### src/rtl/uart_tx_fifo.sv
// uart_tx_fifo: byte FIFO between a CPU write port and a UART transmitter.
// The CPU pushes bytes. A four-state drain FSM launches the head byte with a
// one-cycle tx_start pulse, then follows tx_busy through the whole frame.
// Optional build macro UART_TX_FIFO_CRLF_EN: when it is defined, a head byte of
// 8'h0A goes out as 8'h0D (the byte stays in the FIFO), then as 8'h0A (the byte
// is popped).
module uart_tx_fifo #(
  parameter int DEPTH = 16
) (
  input  logic                     clk,
  input  logic                     rst,
  input  logic                     wr_en,
  input  logic [7:0]               wr_data,
  output logic                     full,
  output logic                     empty,
  output logic [$clog2(DEPTH):0]   level,
  output logic                     overflow,
  input  logic                     ovf_clr,
  output logic                     tx_start,
  output logic [7:0]               tx_data,
  input  logic                     tx_busy
);

  localparam int AW = (DEPTH > 1) ? $clog2(DEPTH) : 1;
  localparam logic [AW:0] LVL_FULL = (AW+1)'(DEPTH);

  localparam logic [1:0] IDLE      = 2'd0;
  localparam logic [1:0] LAUNCH    = 2'd1;
  localparam logic [1:0] WAIT_BUSY = 2'd2;
  localparam logic [1:0] WAIT_DONE = 2'd3;

  logic [1:0]    state;
  logic [7:0]    mem [DEPTH];
  logic [AW-1:0] wr_ptr, rd_ptr;
  logic [AW:0]   level_nxt;
  logic [7:0]    head;
  logic          push, drop, pop;

  assign head = mem[rd_ptr];
  // full is registered, so a pop in the same cycle cannot make room for a push
  assign push = wr_en && !full;
  assign drop = wr_en && full;

`ifdef UART_TX_FIFO_CRLF_EN
  logic cr_sent;     // CR already sent for the LF byte at the head
  logic launch_pop;  // the launch now in progress pops the head byte
  logic cr_due;
  assign cr_due = (head == 8'h0A) && !cr_sent;
  assign pop    = (state == LAUNCH) && launch_pop;
`else
  assign pop    = (state == LAUNCH);
`endif

  // next level; a push and a pop in the same cycle cancel out
  always_comb begin
    level_nxt = level;
    case ({push, pop})
      2'b10:   level_nxt = level + (AW+1)'(1);
      2'b01:   level_nxt = level - (AW+1)'(1);
      default: level_nxt = level;
    endcase
  end

  // storage array; it has no reset because its contents are meaningless until written
  always_ff @(posedge clk) begin
    if (push) mem[wr_ptr] <= wr_data;
  end

  // pointers, level, status flags and the sticky overflow flag
  always_ff @(posedge clk) begin
    if (rst) begin
      wr_ptr   <= '0;
      rd_ptr   <= '0;
      level    <= '0;
      full     <= 1'b0;
      empty    <= 1'b1;
      overflow <= 1'b0;
    end else begin
      if (push) wr_ptr <= wr_ptr + AW'(1);
      if (pop)  rd_ptr <= rd_ptr + AW'(1);
      level <= level_nxt;
      full  <= (level_nxt == LVL_FULL);
      empty <= (level_nxt == '0);
      // a dropped write wins over a clear in the same cycle
      if (drop)         overflow <= 1'b1;
      else if (ovf_clr) overflow <= 1'b0;
    end
  end

  // drain FSM: launch the head byte, then follow tx_busy as it rises and falls
  always_ff @(posedge clk) begin
    if (rst) begin
      state    <= IDLE;
      tx_start <= 1'b0;
      tx_data  <= 8'h00;
`ifdef UART_TX_FIFO_CRLF_EN
      cr_sent    <= 1'b0;
      launch_pop <= 1'b0;
`endif
    end else begin
      case (state)
        IDLE: begin
          // tx_busy also gates the launch, so tx_start never overlaps a busy transmitter
          if (!empty && !tx_busy) begin
            state    <= LAUNCH;
            tx_start <= 1'b1;
`ifdef UART_TX_FIFO_CRLF_EN
            if (cr_due) begin
              tx_data    <= 8'h0D;
              cr_sent    <= 1'b1;
              launch_pop <= 1'b0;
            end else begin
              tx_data    <= head;
              launch_pop <= 1'b1;
            end
`else
            tx_data  <= head;
`endif
          end
        end
        LAUNCH: begin
          tx_start <= 1'b0;
          state    <= WAIT_BUSY;
`ifdef UART_TX_FIFO_CRLF_EN
          if (launch_pop) cr_sent <= 1'b0;
`endif
        end
        WAIT_BUSY: if (tx_busy)  state <= WAIT_DONE;
        WAIT_DONE: if (!tx_busy) state <= IDLE;
        default: begin
          state    <= IDLE;
          tx_start <= 1'b0;
        end
      endcase
    end
  end

endmodule

### config.mk
export PLATFORM = sky130hd
export DESIGN_NAME = uart_tx_fifo
export DESIGN_NICKNAME = d
export VERILOG_FILES = /design/src/rtl/uart_tx_fifo.sv
export SDC_FILE = /design/constraint.sdc
export NUM_CORES = 1
export LEC_CHECK = 0
export ABC_CLOCK_PERIOD_IN_PS = 2700
export BUFFER_PORTS_ARGS = -buffer_cell sky130_fd_sc_hd__buf_2
export CORE_UTILIZATION = 55
export CTS_CLUSTER_SIZE = 40
export DETAILED_ROUTE_END_ITERATION = 6
export PLACE_DENSITY = 0.73
export SYNTH_ARGS = -nofsm -noshare
export SYNTH_HDL_FRONTEND = slang
export SYNTH_SLANG_ARGS = --single-unit
### constraint.sdc
create_clock -name clk -period 2.7 [get_ports clk]
set_clock_uncertainty 0.1 [all_clocks]
set_input_delay 0.135 -clock clk [delete_from_list [all_inputs] [get_ports clk]]
set_output_delay 0.135 -clock clk [all_outputs]
set_load 0.02 [all_outputs]
==> flow_metrics.py <==
metrics = {
    "power_and_ir_drop": {
        "power_mw": 6.874,
        "p_per_area_nw_per_um2": 948.1,
        "ir_worst_vdd_uv": 924.6,
        "leakagePower_nw": 2.490,
    },
    "finish": {
        "fin_util_pct": 66.02,
        "final_cell_mix": "128 x edfxtp_1, 37 x nor2_1, 32 x mux4_2, 29 x buf_2, 26 x dfxtp_1",
        "final_common_cell": "edfxtp_1",
        "multi_input_area_um2": 1762,
        "drive_above_1_share_pct": 26.21,
        "fin_nets": 449,
        "fin_cells": 575,
        "diodes": 0,
        "seq_area_um2": 4385,
        "syn2layout_area_growth_pct": 15.65,
        "nFillCells": 730,
    },
    "clock_network": {
        "numCtsBuffers": 17,
        "cts_hold_buffers": 2,
        "clock_latency_ns": 0.41,
        "post_cts_buffers": 0,
        "cts_max_level": 4,
        "clkTransAtPathRegs_ns": 0.06,
        "postCtsResizedCells": 0,
        "cts_sinks": 155,
        "cts_root_buffer": "clkbuf_16",
        "tritoncts": "built",
        "cts.path.max_buffers": 2,
    },
    "hold_path": {
        "min_to": "mem[10][6]$_DFFE_PP_",
        "worstHoldStart": "wr_data[6]",
        "hp-class": "primary input to register",
        "hold_path_depth": 1,
    },
    "place": {
        "place_inst": 541,
        "gp_congestion": 0.8167,
        "io_buffers": 29,
        "dp_hpwl_mm": 7.975,
    },
    "drt": {
        "wl_mm": 12.36,
        "drc": 0,
        "firstDrtPassIters": 5,
        "antenna_left": 0,
        "wl_per_cell_um": 21.50,
        "first_iter_violations": 272,
        "viasPerCell": 5.845,
        "vias": 3361,
    },
    "timing": {
        "tightest_slew_ns": 0.8731,
        "finalSetupTns_ns": 0,
        "max_freq_ghz": 0.3974,
        "grt_setup_unrepaired": "no",
        "finalCritPeriodShare_pct": 93.21,
        "relSlewSlack_pct": 41.58,
        "min_period_ns": 2.517,
        "setup_viol": 0,
        "final_max_slew_viol_count": 0,
        "hold_violations": 0,
    },
    "worst_setup_path": {
        "timing.rr.start": "state[1]$_SDFFE_PP0P_",
        "crit_path_end_kind": "register",
        "path_cells": "inv_1, ha_1, nand2_1, xnor2_1, ha_1, or4bb_1, nor3_1, nand3b_1, o211a_1, nor3b_2",
        "cp.arrival_ns": 2.76,
        "crit_path_start_kind": "register",
        "crit_type": "register to register",
        "cp_slowest_stage_delay_ns": 0.47,
        "reg2reg_slack_ns": 0.18,
        "cp_slowest_cell": "or4bb_1",
        "r2r-end": "full$_SDFF_PP0_",
        "r2r.worst_path.cells": 10,
        "path_common_cell": "ha_1",
        "worstPathRequired_ns": 2.94,
        "path_max_fanout": 4,
    },
    "synth": {
        "netlist-cell-type-count": 44,
        "synth.yosys.seq_area_share_pct": 69.93,
        "syn_area_per_cell_um2": 16.76,
        "ys_seq_elements": 155,
        "netlist_instances": 374,
        "syn_nets": 401,
        "netlist_area_um2": 6270,
        "synth_warnings": 0,
    },
    "floorplanning": {
        "fp-row-count": 38,
        "start_util_pct": 57.09,
        "die_w_um": 108.8,
        "ios": 30,
        "core_um2": 10980,
        "dieArea_um2": 11830,
        "die_h_um": 108.8,
    },
    "global_route": {
        "grt_max_degree": 36,
        "antenna_found_initial": 0,
        "grt_first_pass_wirelength_mm": 19.18,
        "grt_overflow": 0,
        "grt_pass1_vias": 3463,
        "track_usage_pct": 23.38,
    },
    "run_status": {
        "status": "completed",
    },
    "run": {
        "drv_cap": 0,
    },
}
==> layer usage <==
layer	vias to the layer above	GRT usage, %	routed length [µm]
li1	1559	-	-
met1	1678	32.41	5358
met2	110	36.03	5996
met4	0	8.977	184
met3	14	5.798	823
met5	-	0	0
==> synth_stat cells <==
| cell | n | area (µm²) |
|---|---|---|
| or4b_2 | 1 | 10.01 |
| nor2_1 | 37 | 138.9 |
| a21o_1 | 1 | 7.510 |
| a31o_1 | 1 | 8.760 |
| buf_6 | 1 | 11.26 |
| nor2b_4 | 1 | 13.76 |
| edfxtp_1 | 128 | 3844 |
| o21ai_0 | 3 | 15.01 |
| nor3_1 | 7 | 35.03 |
| nor3b_2 | 1 | 12.51 |
| nand3b_1 | 1 | 7.510 |
| nor4b_1 | 1 | 8.760 |
| a21boi_0 | 1 | 7.510 |
| o31a_1 | 1 | 8.760 |
| a211oi_1 | 2 | 15.01 |
| buf_2 | 4 | 20.02 |
| nand4_1 | 2 | 12.51 |
| nand2b_1 | 4 | 25.02 |
| dfxtp_1 | 27 | 540.5 |
| o21a_1 | 1 | 7.510 |
| nor3b_1 | 3 | 22.52 |
| a21oi_1 | 24 | 120.1 |
| nand3_1 | 1 | 5.000 |
| or4bb_1 | 1 | 11.26 |
| mux2i_1 | 3 | 30.03 |
| ha_1 | 14 | 175.2 |
| buf_4 | 2 | 15.01 |
| inv_1 | 4 | 15.01 |
| a221oi_2 | 1 | 15.01 |
| inv_2 | 1 | 3.750 |
| mux4_2 | 32 | 720.7 |
| nor2b_1 | 3 | 18.77 |
| xnor2_1 | 5 | 43.79 |
| inv_4 | 1 | 6.260 |
| and2_1 | 1 | 6.260 |
| a31oi_1 | 2 | 12.51 |
| nand2_1 | 12 | 45.04 |
| nor4bb_1 | 1 | 10.01 |
| buf_1 | 4 | 15.01 |
| clkbuf_1 | 10 | 37.54 |
| a22oi_1 | 16 | 120.1 |
| nand4b_1 | 1 | 8.760 |
| xor2_1 | 6 | 52.55 |
| o211a_1 | 1 | 10.01 |
==> worst max-delay path by stage <==
stage | startpoint | cells past startpoint | slack (ns) | to
after floorplan | full$_SDFF_PP0_ | 11 | 0.30 | full$_SDFF_PP0_
after global placement | full$_SDFF_PP0_ | 10 | 0.29 | full$_SDFF_PP0_
after detailed placement | state[1]$_SDFFE_PP0P_ | 11 | 0.24 | full$_SDFF_PP0_
after CTS | state[1]$_SDFFE_PP0P_ | 10 | 0.21 | full$_SDFF_PP0_
after global routing | state[1]$_SDFFE_PP0P_ | 11 | 0.03 | full$_SDFF_PP0_
final | state[1]$_SDFFE_PP0P_ | 10 | 0.18 | full$_SDFF_PP0_
==> worst max-delay path: cells and delay by family (launching register included) <==
family / cells / cell delay, ns
buffers and inverters: 1 / 0.12
flip-flops: 1 / 0.38
AND/OR/NAND/NOR: 5 / 1.02
AO/OA/AOI/OAI: 1 / 0.17
adder cells (fa/ha/maj): 2 / 0.50
XOR/XNOR: 1 / 0.15
==> report_power, final <==
group          switching, mW  internal, mW
Combinational          0.895         0.749
Sequential             0.133          2.75
Clock                  0.896          1.45
Total                   1.92          4.95
==> area by class of cell <==
type                            count  area share, %
Clock buffer                       20          6.022
Clock inverter                     12          2.019
Inverter                            6         0.3451
Multi-Input combinational cell    192          24.30
Sequential cell                   155          60.48
Tap cell                          140          2.416
Timing Repair Buffer               50          4.418
==> cells by family after synthesis <==
logic type	count (synthesis)	synth area share [%]
adders and majority gates	14	2.794
and+or+nand+nor	78	6.246
AOI/OAI and AO/OA	54	5.548
muxes	35	11.97
DFF	155	69.93
xor gates and xnor gates	11	1.537
buffers and inverters	27	1.976
==> stage by stage <==
stage	cell area [µm²]	setup slack, ns	hold slack, ns
after floorplan	6270	0.3008	0.1339
after global placement	6648	0.2859	0.2967
after detailed placement	6648	0.2386	0.3003
after CTS	7251	0.2084	0.004684
after global routing	7251	0.03100	0.01295
final	7251	0.1834	0.01154
==> flip-flops by register name, summed over array words and instances, names as in the netlist <==
| name | count |
|---|---|
| wr_ptr | 4 |
| state | 2 |
| empty | 1 |
| level | 5 |
| full | 1 |
| tx_data | 8 |
| rd_ptr | 4 |
| overflow | 1 |
| tx_start | 1 |
| mem | 128 |
Power figures use the tool's default switching activity.
